`src/rtl/seg_scan_ctrl_if.sv`:
```
// Datapath-to-scan-controller bundle: hex value/dp/load in, display pins and frame pulse out.
interface seg_scan_ctrl_if;
    logic [15:0] value;
    logic [3:0]  dp;
    logic        load;
    logic [3:0]  an;
    logic [6:0]  seg;
    logic        dp_n;
    logic        frame_done;

    modport master (
        output value, dp, load,
        input  an, seg, dp_n, frame_done
    );

    modport slave (
        input  value, dp, load,
        output an, seg, dp_n, frame_done
    );
endinterface

```
`src/rtl/seg_scan_ctrl.sv`:
```
// 4-digit common-anode seven-segment scan controller with blank gaps and frame-aligned commit.
// Optional leading-zero blanking is enabled by defining SEG_SCAN_LZB_EN.
module seg_scan_ctrl #(
    parameter int unsigned DIV_BITS   = 16,
    parameter int unsigned GAP_CYCLES = 4
) (
    input  logic           clk,
    input  logic           reset,
    seg_scan_ctrl_if.slave disp_if
);

    typedef enum logic [0:0] {StGap, StShow} state_e;

    localparam logic [7:0] GapLast = 8'(GAP_CYCLES - 1);

    state_e                state_q, state_d;
    logic [1:0]            idx_q, idx_d;
    logic [DIV_BITS-1:0]   presc_q, presc_d;
    logic [7:0]            gap_q, gap_d;
    logic [15:0]           disp_val_q, disp_val_d;
    logic [3:0]            disp_dp_q, disp_dp_d;
    logic [15:0]           pend_val_q, pend_val_d;
    logic [3:0]            pend_dp_q, pend_dp_d;
    logic                  pend_valid_q, pend_valid_d;
    logic [3:0]            an_q, an_d;
    logic [6:0]            seg_q, seg_d;
    logic                  dp_n_q, dp_n_d;
    logic                  frame_done_q, frame_done_d;
    logic                  commit;
`ifdef SEG_SCAN_LZB_EN
    logic                  lz_blank;
`endif

    function automatic logic [6:0] hex7(input logic [3:0] n);
        logic [6:0] s;
        case (n)
            4'h0:    s = 7'b1000000;
            4'h1:    s = 7'b1111001;
            4'h2:    s = 7'b0100100;
            4'h3:    s = 7'b0110000;
            4'h4:    s = 7'b0011001;
            4'h5:    s = 7'b0010010;
            4'h6:    s = 7'b0000010;
            4'h7:    s = 7'b1111000;
            4'h8:    s = 7'b0000000;
            4'h9:    s = 7'b0010000;
            4'hA:    s = 7'b0001000;
            4'hB:    s = 7'b0000011;
            4'hC:    s = 7'b1000110;
            4'hD:    s = 7'b0100001;
            4'hE:    s = 7'b0000110;
            default: s = 7'b0001110;
        endcase
        return s;
    endfunction

    always_comb begin
        state_d      = state_q;
        idx_d        = idx_q;
        presc_d      = presc_q;
        gap_d        = gap_q;
        disp_val_d   = disp_val_q;
        disp_dp_d    = disp_dp_q;
        pend_val_d   = pend_val_q;
        pend_dp_d    = pend_dp_q;
        pend_valid_d = pend_valid_q;
        frame_done_d = 1'b0;
        commit       = 1'b0;

        case (state_q)
            StGap: begin
                if (gap_q == GapLast) begin
                    state_d = StShow;
                    gap_d   = 8'd0;
                    presc_d = '0;
                end else begin
                    gap_d = gap_q + 8'd1;
                end
            end
            StShow: begin
                if (presc_q == '1) begin
                    state_d = StGap;
                    idx_d   = idx_q + 2'd1;
                    commit  = (idx_q == 2'd3);
                end else begin
                    presc_d = presc_q + DIV_BITS'(1);
                end
            end
            default: state_d = StGap;
        endcase

        if (disp_if.load) begin
            pend_val_d   = disp_if.value;
            pend_dp_d    = disp_if.dp;
            pend_valid_d = 1'b1;
        end

        // A load coinciding with the commit edge bypasses the pending buffer.
        if (commit) begin
            frame_done_d = 1'b1;
            if (disp_if.load) begin
                disp_val_d   = disp_if.value;
                disp_dp_d    = disp_if.dp;
                pend_valid_d = 1'b0;
            end else if (pend_valid_q) begin
                disp_val_d   = pend_val_q;
                disp_dp_d    = pend_dp_q;
                pend_valid_d = 1'b0;
            end
        end

`ifdef SEG_SCAN_LZB_EN
        lz_blank = ((idx_d == 2'd1) && (disp_val_d[15:4]  == 12'd0)) ||
                   ((idx_d == 2'd2) && (disp_val_d[15:8]  == 8'd0))  ||
                   ((idx_d == 2'd3) && (disp_val_d[15:12] == 4'd0));
`endif

        // Outputs are decoded from next state so they switch with the transition.
        an_d   = 4'b1111;
        seg_d  = 7'b1111111;
        dp_n_d = 1'b1;
        if (state_d == StShow) begin
            an_d        = 4'b1111;
            an_d[idx_d] = 1'b0;
            seg_d       = hex7(disp_val_d[{idx_d, 2'b00} +: 4]);
            dp_n_d      = ~disp_dp_d[idx_d];
`ifdef SEG_SCAN_LZB_EN
            if (lz_blank) begin
                an_d   = 4'b1111;
                dp_n_d = 1'b1;
            end
`endif
        end
    end

    always_ff @(posedge clk or negedge reset) begin
        if (!reset) begin
            state_q      <= StGap;
            idx_q        <= 2'd0;
            presc_q      <= '0;
            gap_q        <= 8'd0;
            disp_val_q   <= 16'd0;
            disp_dp_q    <= 4'd0;
            pend_val_q   <= 16'd0;
            pend_dp_q    <= 4'd0;
            pend_valid_q <= 1'b0;
            an_q         <= 4'b1111;
            seg_q        <= 7'b1111111;
            dp_n_q       <= 1'b1;
            frame_done_q <= 1'b0;
        end else begin
            state_q      <= state_d;
            idx_q        <= idx_d;
            presc_q      <= presc_d;
            gap_q        <= gap_d;
            disp_val_q   <= disp_val_d;
            disp_dp_q    <= disp_dp_d;
            pend_val_q   <= pend_val_d;
            pend_dp_q    <= pend_dp_d;
            pend_valid_q <= pend_valid_d;
            an_q         <= an_d;
            seg_q        <= seg_d;
            dp_n_q       <= dp_n_d;
            frame_done_q <= frame_done_d;
        end
    end

    assign disp_if.an         = an_q;
    assign disp_if.seg        = seg_q;
    assign disp_if.dp_n       = dp_n_q;
    assign disp_if.frame_done = frame_done_q;

endmodule

```
`src/flat_wrapper.sv`:
```
// flat-port wrapper written by rule: the top's interface ports become plain ports
module seg_scan_ctrl_flat 
#(
    parameter int unsigned DIV_BITS   = 16,
    parameter int unsigned GAP_CYCLES = 4
)
  (clk, reset, disp_if_value, disp_if_dp, disp_if_load, disp_if_an, disp_if_seg, disp_if_dp_n, disp_if_frame_done);
  seg_scan_ctrl_if disp_if_i ();
  input  logic clk;
  input  logic reset;
  input wire logic [$bits(disp_if_i.value)-1:0] disp_if_value;
  input wire logic [$bits(disp_if_i.dp)-1:0] disp_if_dp;
  input wire logic [$bits(disp_if_i.load)-1:0] disp_if_load;
  output wire logic [$bits(disp_if_i.an)-1:0] disp_if_an;
  output wire logic [$bits(disp_if_i.seg)-1:0] disp_if_seg;
  output wire logic [$bits(disp_if_i.dp_n)-1:0] disp_if_dp_n;
  output wire logic [$bits(disp_if_i.frame_done)-1:0] disp_if_frame_done;
  assign disp_if_i.value = disp_if_value;
  assign disp_if_i.dp = disp_if_dp;
  assign disp_if_i.load = disp_if_load;
  assign disp_if_an = disp_if_i.an;
  assign disp_if_seg = disp_if_i.seg;
  assign disp_if_dp_n = disp_if_i.dp_n;
  assign disp_if_frame_done = disp_if_i.frame_done;
  seg_scan_ctrl #(.DIV_BITS(DIV_BITS), .GAP_CYCLES(GAP_CYCLES)) u_core (.clk(clk), .reset(reset), .disp_if(disp_if_i));
endmodule
```
`config.mk`:
```
export PLATFORM = sky130hd
export DESIGN_NAME = seg_scan_ctrl_flat
export DESIGN_NICKNAME = d
export VERILOG_FILES = /design/src/rtl/seg_scan_ctrl_if.sv /design/src/rtl/seg_scan_ctrl.sv /design/src/flat_wrapper.sv
export SDC_FILE = /design/constraint.sdc
export NUM_CORES = 1
export LEC_CHECK = 0
export CAP_MARGIN = 20
export CORE_MARGIN = 2
export CORE_UTILIZATION = 40
export DETAILED_ROUTE_END_ITERATION = 10
export GPL_ROUTABILITY_DRIVEN = 1
export PLACE_DENSITY = 0.6
export SKIP_CTS_REPAIR_TIMING = 1
export SLEW_MARGIN = 20
export SYNTH_ARGS = -nofsm -noshare
export SYNTH_HDL_FRONTEND = slang
export SYNTH_SLANG_ARGS = --single-unit
```
`constraint.sdc`:
```
create_clock -name clk -period 8.85 [get_ports clk]
set_input_delay 1.77 -clock clk [delete_from_list [all_inputs] [get_ports clk]]
set_output_delay 1.77 -clock clk [all_outputs]
set_load 0.03 [all_outputs]
```
Word-level counts from Yosys, hierarchy flattened --
Memories as Yosys holds them, arrays and structs flattened. Cells that the tools add are included.
Storage, ports and cells: register bits 81, ROM bits 112, output and inout port bits 13, word-level logic and storage cells 59, memories kept 1
Memories:
- (no name shown) | words 16, bits a word 7, read ports 1, clocked after Yosys merged registers in 0, wr ports 0, line seg_scan_ctrl.sv:36 | case (n)
Operators by class: $add $sub $neg 3, magnitude comparators 2, equality and inequality tests 5, shift operators 1, muxes and demuxes 29, bitwise logic cells 3, reduce and logical (&&, ||, !) cells 2
Operators by type and width (number):
- $mux W16 | 5
- $pmux W16 S2 | 1
- $add A16 B1 Y16 const B | 1
- $eq A16 B16 Y1 const B | 1
- $mux W4 | 4
- $shiftx A16 B5 Y4 | 1
- $mux W1 | 12
- $add A8 B1 Y8 const B | 1
- $eq A8 B2 Y1 const B | 1
- $mux W8 | 1
- $mux W7 | 1
- $mux W2 | 2
- $not A4 Y4 | 1
- $lt A2 B3 Y1 const B | 1
- $add A2 B1 Y2 const B | 1
- $bmux W1 S2 | 1
- $demux W1 S2 | 1
- $eq A2 B2 Y1 const B | 1
- $ge A2 B1 Y1 const B | 1
- $ne A2 B1 Y1 const B | 1
- $ne A2 B2 Y1 const B | 1
- $not A1 Y1 | 2
- $pmux W1 S2 | 1
- $reduce_and A2 Y1 | 1
- $logic_and A1 B1 Y1 | 1

Longest topological paths before layout --
Gate-level depths: netlist of run 1.
depth after elaboration 9, gate-level depth with buffers 15, mapped depth without buffers 14

Worst setup path before layout of run 1 --
Ideal clock, no wire load.
kind input-to-reg, start input disp_if_load, end register u_core.seg_q[3], in the netlist u_core.disp_if.seg[3], setup time 97 ps, arrival 3869 ps, setup slack 4884 ps, stages 9, cells stage by stage clkbuf_1 > nand2_1 > o221ai_1 > o32ai_1 > a221oi_1 > inv_1 > ha_1 > a2111oi_0 > a31oi_1
Between the ends: cells in the longest elaborated chain, start to end 5
RTL lines:
- start: declaration | line flat_wrapper.sv:13 | input wire logic [$bits(disp_if_i.load)-1:0] disp_if_load;
- $mux W16 | line seg_scan_ctrl.sv:101 | if (disp_if.load) begin
- $mux W16 | line seg_scan_ctrl.sv:99 | if (commit) begin
- $shiftx A16 B5 Y4 | line seg_scan_ctrl.sv:125 | seg_d = hex7(disp_val_d[{idx_d, 2'b00} +: 4]);
- $mem_v2 Z16 W7
- $mux W7 | line seg_scan_ctrl.sv:122 | if (state_d == StShow) begin
- net u_core.seg_d[3] | line seg_scan_ctrl.sv:26 | logic [6:0] seg_q, seg_d;
- end signal: assignment | line seg_scan_ctrl.sv:162 | seg_q <= seg_d;
- end: declaration | line seg_scan_ctrl.sv:26
The timed path passes the listed nets, and every way through them passes these cells. A chain may end at the register's enable or synchronous reset.

Worst setup path after layout of run 1 --
Ends and elaborated chain as after synthesis.

==> results, run 1 <==
- For this design the top-level I/O count stands at 36.
- Signal routing reaches up to met4.
- Row generation in the floorplan step produced 36 rows.
- Setup slack on the worst reg-to-reg path comes out at 4.75 ns.
- In the synthesized netlist the dominant register cell turns out to be sky130_fd_sc_hd__dfrtp_1.
- The pin count of the biggest net entering global routing is 82.
- Using the TritonRoute via totals, the vias-per-cell ratio works out to 5.044.
- The detailed router put a total of 3601 um of wire on met1.
- The die extent in x is 103.5 um.
- Summed over all cells, the static leakage comes to 1.988 nW.
- The cell sitting at the root of the clock tree is a sky130_fd_sc_hd__clkbuf_8.
- The critical path data arrival time is 4.88 ns.
- In this design, the stage delay of the slowest critical-path cell is 0.64 ns.
- Walking the worst path, the cells encountered are clkdlybuf4s50_1 > buf_4 > nand2_1 > o221ai_1 > o32ai_1 > a221oi_1 > inv_1 > ha_1 > a2111oi_0 > a31oi_1.
- The count of mapped cells out of synthesis is 372.
- Sorting the synthesized cells by area gives the leading types as sky130_fd_sc_hd__dfrtp_1, sky130_fd_sc_hd__dfstp_2, sky130_fd_sc_hd__mux2_2.
- For this block, the routed nets add up to 7790 um of wire.
- After synthesis the netlist holds a flip-flop and latch count of 81.
- The count of H-tree levels built during CTS is 3.
- The critical path ends at u_core.disp_if.seg[3].
- The clock passes through at most 2 buffers.
- The ratio of total power to cell area is 149.2 mW/mm2.
- Headroom to the max-slew limit came out at 38.25%.
- The sum of negative setup slack is 0 ns.
- STA classifies the critical path startpoint as an input pin.
- Summing all flip-flop and latch instances after layout gives 0.002042 mm2.
- The switching share of power is 23.86%.
- The end of the worst register-to-register path is u_core.disp_if.seg[3].
- The most common cell after layout, fill and taps aside is sky130_fd_sc_hd__nor2_1.
- The count of nets left with antenna violations once routing finished came out at 0.
- The number of antenna diodes is 0.
- The vertical die dimension is 103.5 um.
- The startpoint of the worst setup timing path is disp_if_load.
- Cells with a size suffix above 1 make up 17.80% of the layout.
- The area of combinational cells with multiple inputs is 0.001795 mm2.
- The multiplexer fraction of the synthesized cell area is 8.649%.
- The compound-cell area share of the yosys netlist is 8.176%.
- The final-stage net count is 437.
- The simple-gate area share of the yosys netlist is 20.58%.
- The floorplan step defined a die boundary enclosing 0.01072 mm2.
- The combinational group share of total power is 7.2%.
- The cell type with the highest aggregate area in the netlist is sky130_fd_sc_hd__dfrtp_1.
- The number of synthesis warnings is 0.
- Summed over all nets, the half-perimeter wirelength after detailed placement is 5401 um.
- TritonCTS built the clock tree.
- The XOR/XNOR share of the synthesized area is 5.051%.
- The max-slew violation count came to 0.
- The layout overhead on the synthesized area is 16.32%.
- In this run the biggest area consumer among cell types represents 43.56% of the synthesized area.
- The final setup violation count is 0.
- The source of the worst register-to-register timing path is u_core.idx_q[0].
- Wire segments on met2 add up to 3788 um in the final route.
- The total clock sinks is 81.
- Broken down by cell family, the worst path's largest delay share belongs to compound AO/OA/AOI/OAI gates.
- The share of flip-flops with an asynchronous set or reset after synthesis is 100.0%.
- The dominant combinational cell family by area after synthesis is simple AND/OR/NAND/NOR gates.
- The first-pass iteration count of the detailed router is 4.
- The path depth of the worst reg2reg path is 10.
- In this run, the number of DRC markers left after iteration 0 of detailed routing was 108.
- Counting distinct cell types in the post-synthesis netlist gives 60.
- The slowest library cell on the worst path is sky130_fd_sc_hd__a221oi_1.
- Setup slack closes at 4.236 ns.
- The clock network latency to the later pin of the worst-skew pair is 0.35 ns.
- The congestion estimate from routability-driven global placement came to 0.7884.
- The wire length of the first global-routing pass is 13790 um.
- The top fanout value on the critical path is 41.
- The library cells used most frequently in the layout, excluding fill and tap cells, are sky130_fd_sc_hd__nor2_1, sky130_fd_sc_hd__dfrtp_1, sky130_fd_sc_hd__clkdlybuf4s50_1, sky130_fd_sc_hd__nand2_1, sky130_fd_sc_hd__mux2_2.
- Data on the critical path is required at its endpoint by 9.11 ns.
- The clock period could shrink to 4.614 ns.
- The critical path class is in2reg.
- Per report_power, the clock group accounts for 36.4% of the total.
- The measured slew at the worst slew-check pin is 0.9228 ns.
- The number of flops mapped to enable cells by yosys is 0.
- The final number of hold-violating endpoints is 0.
- Summing the areas of all fa, ha and maj instances in the mapped netlist gives 2.841% of the synthesized area.
- The clock arrives with 0.006389 ns of skew.
- The critical path depth in cells is 10.
- The initial antenna violation count is 0.
- In this run, CTS created clock tree buffers numbering 9.
- IR analysis of the VDD net gives a maximum drop of 0.00006746 V.
- The flow ran to the end, and the final reports show no timing, DRC or antenna violations.
- The register clock-pin slew on the reported worst setup and hold paths is 0.08 ns.
- The total of buffers placed on input and output ports is 35.
- STA classifies the critical path endpoint as a flip-flop.
- Global routing finished with a remaining overflow of 0.
- The final routed wire length divided by cell count is 14.35 um.
- The overall global routing resource usage is 16.09%.
- Max-cap violations in this run came to 0.
- After detailed routing, the number of remaining DRC violations is 0.
- The number of global-route vias before repair is 2873.
- The switching power summed over all nets is 0.1641 mW.
- The share of the clock period used by the worst path after layout is 52.14%.
- The design internal power is 0.5239 mW.
- The synthesized netlist net count is 404.
- The worst slack at placement is 3.896 ns.
- The routed layout has 2739 vias.
- The met3 wirelength from detailed routing is 326 um.
- The portion of total power attributed to sequential cells is 56.4%.
- Together, buffers and inverters on the worst path number 3.
- The post-synthesis instance area is 0.003964 mm2.
- The mean post-synth cell area is 10.66 um2.
- For this configuration, the core starts out at a cell density of 40.93%.
- The tightest min-delay check is of the reg2reg type.
- The achievable frequency is 0.2167 GHz.
- Summing the sequential cell areas from Yosys gives 51.52% of the chip area.
- Setup repair after global routing left no endpoint under its margin.
- After filler insertion, the fill cell instance count of the layout stands at 924.
- After floorplanning, the core was sized to cover 0.009684 mm2.
==> cells in the mapped netlist (all sizes together), types with 3 or more instances <==
cell	n
inv	12
nand4	8
nor2b	6
buf	4
xnor2	12
mux2	24
nand2	25
xor2	10
clkbuf	11
ha	9
mux2i	5
a22o	4
a31oi	10
nor2	71
o21ai	9
nand2b	3
o22ai	4
a21oi	5
o221ai	3
nor4	5
dfstp	12
and4	3
dfrtp	69
nand3	14
nor3	7
==> logic make-up (layout without fill, tap and decap cells) <==
kind of cell | after synthesis | in the layout
compound gates | 47 | 47
xor+xnor | 22 | 22
fa+ha+maj | 9 | 9
buf+inv | 29 | 67
flops | 81 | 81
mux | 30 | 30
simple gates | 154 | 154
==> worst min-delay path by stage <==
stage                   startpoint                  end  slack [ns]  cells after the start
2_1_floorplan      u_core.gap_q[7]      u_core.gap_q[7]        0.45                      1
3_3_place_gp       u_core.gap_q[7]      u_core.gap_q[7]        0.46                      1
3_5_place_dp       u_core.gap_q[7]      u_core.gap_q[7]        0.47                      1
4_1_cts            u_core.gap_q[7]      u_core.gap_q[7]        0.49                      1
5_1_grt        u_core.pend_dp_q[0]  u_core.pend_dp_q[0]        0.51                      1
6_report           u_core.gap_q[7]      u_core.gap_q[7]        0.48                      1
==> registers in the layout, summed over array words and instances (netlist names) <==
register / cells
u_core.pend_dp_q: 4
u_core.disp_val_q: 16
u_core.pend_valid_q: 1
u_core.disp_dp_q: 4
u_core.disp_if.seg: 7
u_core.pend_val_q: 16
u_core.disp_if.frame_done: 1
u_core.presc_q: 16
u_core.gap_q: 8
u_core.disp_if.dp_n: 1
u_core.disp_if.an: 4
u_core.idx_q: 2
u_core.state_q: 1
==> layer usage <==
layer / global-route usage [%] / up-vias
li1: - / 1358
met1: 20.40 / 1318
met2: 26.63 / 57
met3: 4.405 / 6
met4: 5.598 / 0
met5: 0 / -
==> stage by stage <==
step	cell area, um2	util [%]	power, mW	instances	hold WS [ns]
floorplan	3964	-	0.4191	372	0.4465
global placement	4424	45.68	0.4450	527	0.4628
detailed placement	4424	45.68	0.4458	527	0.4735
CTS	4607	47.57	0.6982	543	0.4913
global route	4611	47.61	0.7220	543	0.5121
finish	4611	47.61	0.6880	543	0.4813
==> power groups by stage <==
stage | clock network [mW] | registers [mW] | logic [mW]
floorplan | 0 | 0.397 | 0.0221
global placement | 0 | 0.395 | 0.0502
detailed placement | 0 | 0.395 | 0.0506
CTS | 0.259 | 0.388 | 0.0507
global route | 0.277 | 0.389 | 0.0558
finish | 0.251 | 0.388 | 0.0495
==> cell type report <==
cell class | instances | share of cell area (%)
tap | 133 | 3.609
sequential | 81 | 44.29
multi-input combinational | 262 | 38.94
clock buffer | 12 | 3.365
clock inverter | 4 | 0.5970
timing repair buffer | 37 | 7.951
inverter | 14 | 1.248
Power figures use the tool's default switching activity.
==> run 2, diff against run 1 <==
--- a/config.mk
+++ b/config.mk
@@ -10,7 +10,7 @@
 export CORE_UTILIZATION = 40
 export DETAILED_ROUTE_END_ITERATION = 10
 export GPL_ROUTABILITY_DRIVEN = 1
-export PLACE_DENSITY = 0.6
+export PLACE_DENSITY = 0.62
 export SKIP_CTS_REPAIR_TIMING = 1
 export SLEW_MARGIN = 20
 export SYNTH_ARGS = -nofsm -noshare
==> constraint.sdc (replaced) <==
create_clock -name clk -period 3.8 [get_ports clk]
set_input_delay 0.76 -clock clk [delete_from_list [all_inputs] [get_ports clk]]
set_output_delay 0.76 -clock clk [all_outputs]
set_load 0.03 [all_outputs]
==> results, run 2 (synthesis results as in run 1) <==
- The flow ran to the end, and the final reports show no timing, DRC or antenna violations.
- The number of global-route vias before repair came to 2887 (+0.49%).
- The overall global routing resource usage came to 15.95% (-0.14 points).
- In the finished design, the share of the clock period the worst path needs comes to 92.99%.
- The area taken by flip-flops and latches is 0.002042 mm2 (unchanged).
- The wire length of the first global-routing pass is 13660 um (-0.95%).
- The source of the worst register-to-register timing path is u_core.presc_q[0].
- The path depth of the worst reg2reg path is 13 (+3).
- Walking the worst path, the cells encountered are ha_1 > nand4_1 > nor4_4 > mux2i_1 > nand2_1 > a211o_1 > o31a_1 > nand3_1 > inv_1 > ha_1 > nor2_1 > a2111oi_0 > a31oi_1.
- Leaving out fill and tap cells, the most frequent cells in the layout are sky130_fd_sc_hd__nor2_1, sky130_fd_sc_hd__dfrtp_1, sky130_fd_sc_hd__clkdlybuf4s50_1, sky130_fd_sc_hd__nand2_1, sky130_fd_sc_hd__mux2_2.
- The area of combinational cells with multiple inputs is 0.001795 mm2 (unchanged).
- The final number of hold-violating endpoints came to 0 (unchanged).
- The final-stage net count is 445 (+1.8%).
- The HPWL after detailed placement is 5574 um (+3.2%).
- The count of H-tree levels built during CTS is 3 (unchanged).
- The leakage power figure is 2.020 nW (+1.6%).
- The area of the die is 0.01072 mm2 (unchanged).
- The count of antenna-violating nets left after detailed routing is 0 (unchanged).
- STA classifies the critical path endpoint as a flip-flop.
- The ratio of total power to cell area was 341.2 mW/mm2 (+130%).
- The slowest stage of the critical path belongs to the cell sky130_fd_sc_hd__mux2i_1.
- The fraction of final layout cells sized beyond drive strength 1 came to 19.62% (+1.8 points).
- The clock network latency to the later pin of the worst-skew pair is 0.37 ns (+0.02 ns).
- The area of the core was 0.009684 mm2 (unchanged).
- The first-pass iteration count of the detailed router is 5 (+1).
- The worst reg-to-reg setup slack is 0.27 ns (-4.48 ns).
- The critical path in this run is classified as reg2reg.
- The cell family contributing the most delay on the critical path is simple AND/OR/NAND/NOR gates.
- The vertical die dimension was 103.5 um (unchanged).
- CTS placed an instance of sky130_fd_sc_hd__clkbuf_8 at the clock tree root.
- The number of placed I/O pins was 36 (unchanged).
- The number of violations reported at the end of detailed-routing iteration 0 is 119 (+10%).
- In the final layout, the registers with the most flip-flops are u_core.disp_val_q x16, u_core.pend_val_q x16, u_core.presc_q x16.
- The count of maximum capacitance violations is 0 (unchanged).
- The element type at the critical path start is a flip-flop.
- The number of buffer and inverter instances along the worst setup path was 1 (-2).
- The register clock-pin slew on the reported worst setup and hold paths was 0.09 ns (about the same).
- The filler cell count is 897 (-2.9%).
- The total wire length after detailed routing is 7865 um (+0.96%).
- The final global-route overflow total is 0 (unchanged).
- The initial standard-cell utilization of the core is 40.93% (unchanged).
- The final worst clock skew is 0.01157 ns (+0.005177 ns).
- The number of antenna diodes was 0 (unchanged).
- The pin count of the biggest net entering global routing came to 82 (unchanged).
- The total number of vias came to 2839 (+3.7%).
- The shortest period the worst path allows is 3.534 ns.
- The final standard cell count with taps included and fillers excluded is 551 (+1.5%).
- The critical path data arrival time is 3.81 ns (-1.07 ns).
- The layout overhead on the synthesized area is 17.68%.
- The total of buffers placed on input and output ports was 35 (unchanged).
- The sum of negative setup slack is 0 ns (unchanged).
- The mean number of vias per cell was 5.152 (+2.1%).
- The worst hold-check path type is in2async.
- The maximum cell stage delay along the critical path is 0.45 ns (-0.19 ns).
- The max-slew violation count is 0 (unchanged).
- The final setup violation count came to 0 (unchanged).
- The total design power came to 1.592 mW (+130%).
- The measured slew at the worst slew-check pin is 0.8756 ns (-0.04723 ns).
- The top fanout value on the critical path is 5 (-88%).
- The worst relative slew slack was 41.41% (+3.2 points).
- The maximum buffer depth of the clock tree is 2 (unchanged).
- The total clock sinks is 81 (unchanged).
- The initial antenna violation count is 0 (unchanged).
- The finished layout cell area is 0.004664 mm2 (+1.2%).
- The maximum VDD drop is 0.0001905 V (+180%).
- The last weighted congestion value of the routability-driven placer is 0.9100 (+15%).
- The total cell area at the placement stage is 0.004484 mm2 (+1.4%).
- The required time reported for the critical path endpoint came to 4.08 ns (-5.03 ns).
- The number of buffers added by the clock tree synthesis step came to 9 (unchanged).
- The endpoint identified for the worst register-to-register timing path is u_core.disp_if.seg[3].
- The cell that appears most often on the critical path is sky130_fd_sc_hd__ha_1.
- The most common cell after layout, fill and taps aside is sky130_fd_sc_hd__nor2_1.
- The achievable frequency is 0.2830 GHz.
- The total placed cells including tap cells is 535 (+1.5%).
- Setup repair after global routing left no endpoint under its margin.
- The cell row count is 36 (unchanged).
- The final core utilization is 48.17% (+0.56 points).
- The residual DRC count was 0 (unchanged).
- The die extent in x was 103.5 um (unchanged).
- The final routed wire length divided by cell count was 14.27 um (-0.50%).
- The clock tree from TritonCTS is built.
## run 2: cell types whose count changed in the layout (fill, tap and decap cells not counted)
| cell | previous run | this run |
|---|---|---|
| sky130_fd_sc_hd__clkbuf_8 | 11 | 9 |
| sky130_fd_sc_hd__inv_6 | 0 | 2 |
| sky130_fd_sc_hd__clkbuf_1 | 1 | 0 |
| sky130_fd_sc_hd__buf_4 | 2 | 10 |
| sky130_fd_sc_hd__clkinvlp_4 | 3 | 4 |
## run 2: final cells by class
type	count	share of cell area (%)
Inverter	14	1.234
Timing Repair Buffer	45	9.147
Clock buffer	9	2.656
Tap cell	133	3.568
Multi-Input combinational cell	262	38.49
Sequential cell	81	43.78
Clock inverter	7	1.127
## run 2: worst max-delay path by stage
stage	start	to	slack, ns	cells after the start
6_report	u_core.presc_q[0]	u_core.disp_if.seg[3]	0.27	13
5_1_grt	u_core.presc_q[0]	u_core.disp_if.seg[3]	0.008	13
4_1_cts	u_core.presc_q[0]	u_core.disp_if.seg[3]	0.32	13
3_5_place_dp	u_core.presc_q[0]	u_core.disp_if.seg[3]	0.34	13
3_3_place_gp	disp_if_load	u_core.disp_if.seg[3]	0.36	11
2_1_floorplan	u_core.presc_q[0]	u_core.disp_if.seg[3]	0.40	13
## run 2: stage by stage
step / hold WS, ns / worst slack, ns
after global routing: 0.4866 / 0.007885
after CTS: 0.4805 / 0.3180
final: 0.4336 / 0.2662
after floorplan: 0.4465 / 0.3954
after detailed placement: 0.4688 / 0.3408
after global placement: 0.4630 / 0.3611
## run 2: layer usage
layer | up-vias | wire length (um) | global-route usage (%)
met5 | - | 0 | 0
met4 | 0 | 111 | 5.598
met3 | 13 | 260 | 4.909
met2 | 43 | 3928 | 26.44
met1 | 1414 | 3565 | 19.80
li1 | 1369 | - | -
## run 2: power breakdown
group	internal [mW]	switching, mW	total (mW)
registers	0.893	0.00996	0.903
logic	0.0567	0.0616	0.118
clock network	0.240	0.331	0.571
## run 2: worst register-to-register path, delay by kind of cell (launching register included)
family	cells	cell delay, ns
compound gates	4	0.90
buf+inv	1	0.14
simple gates	5	1.03
flops	1	0.41
fa+ha+maj	2	0.53
mux	1	0.45
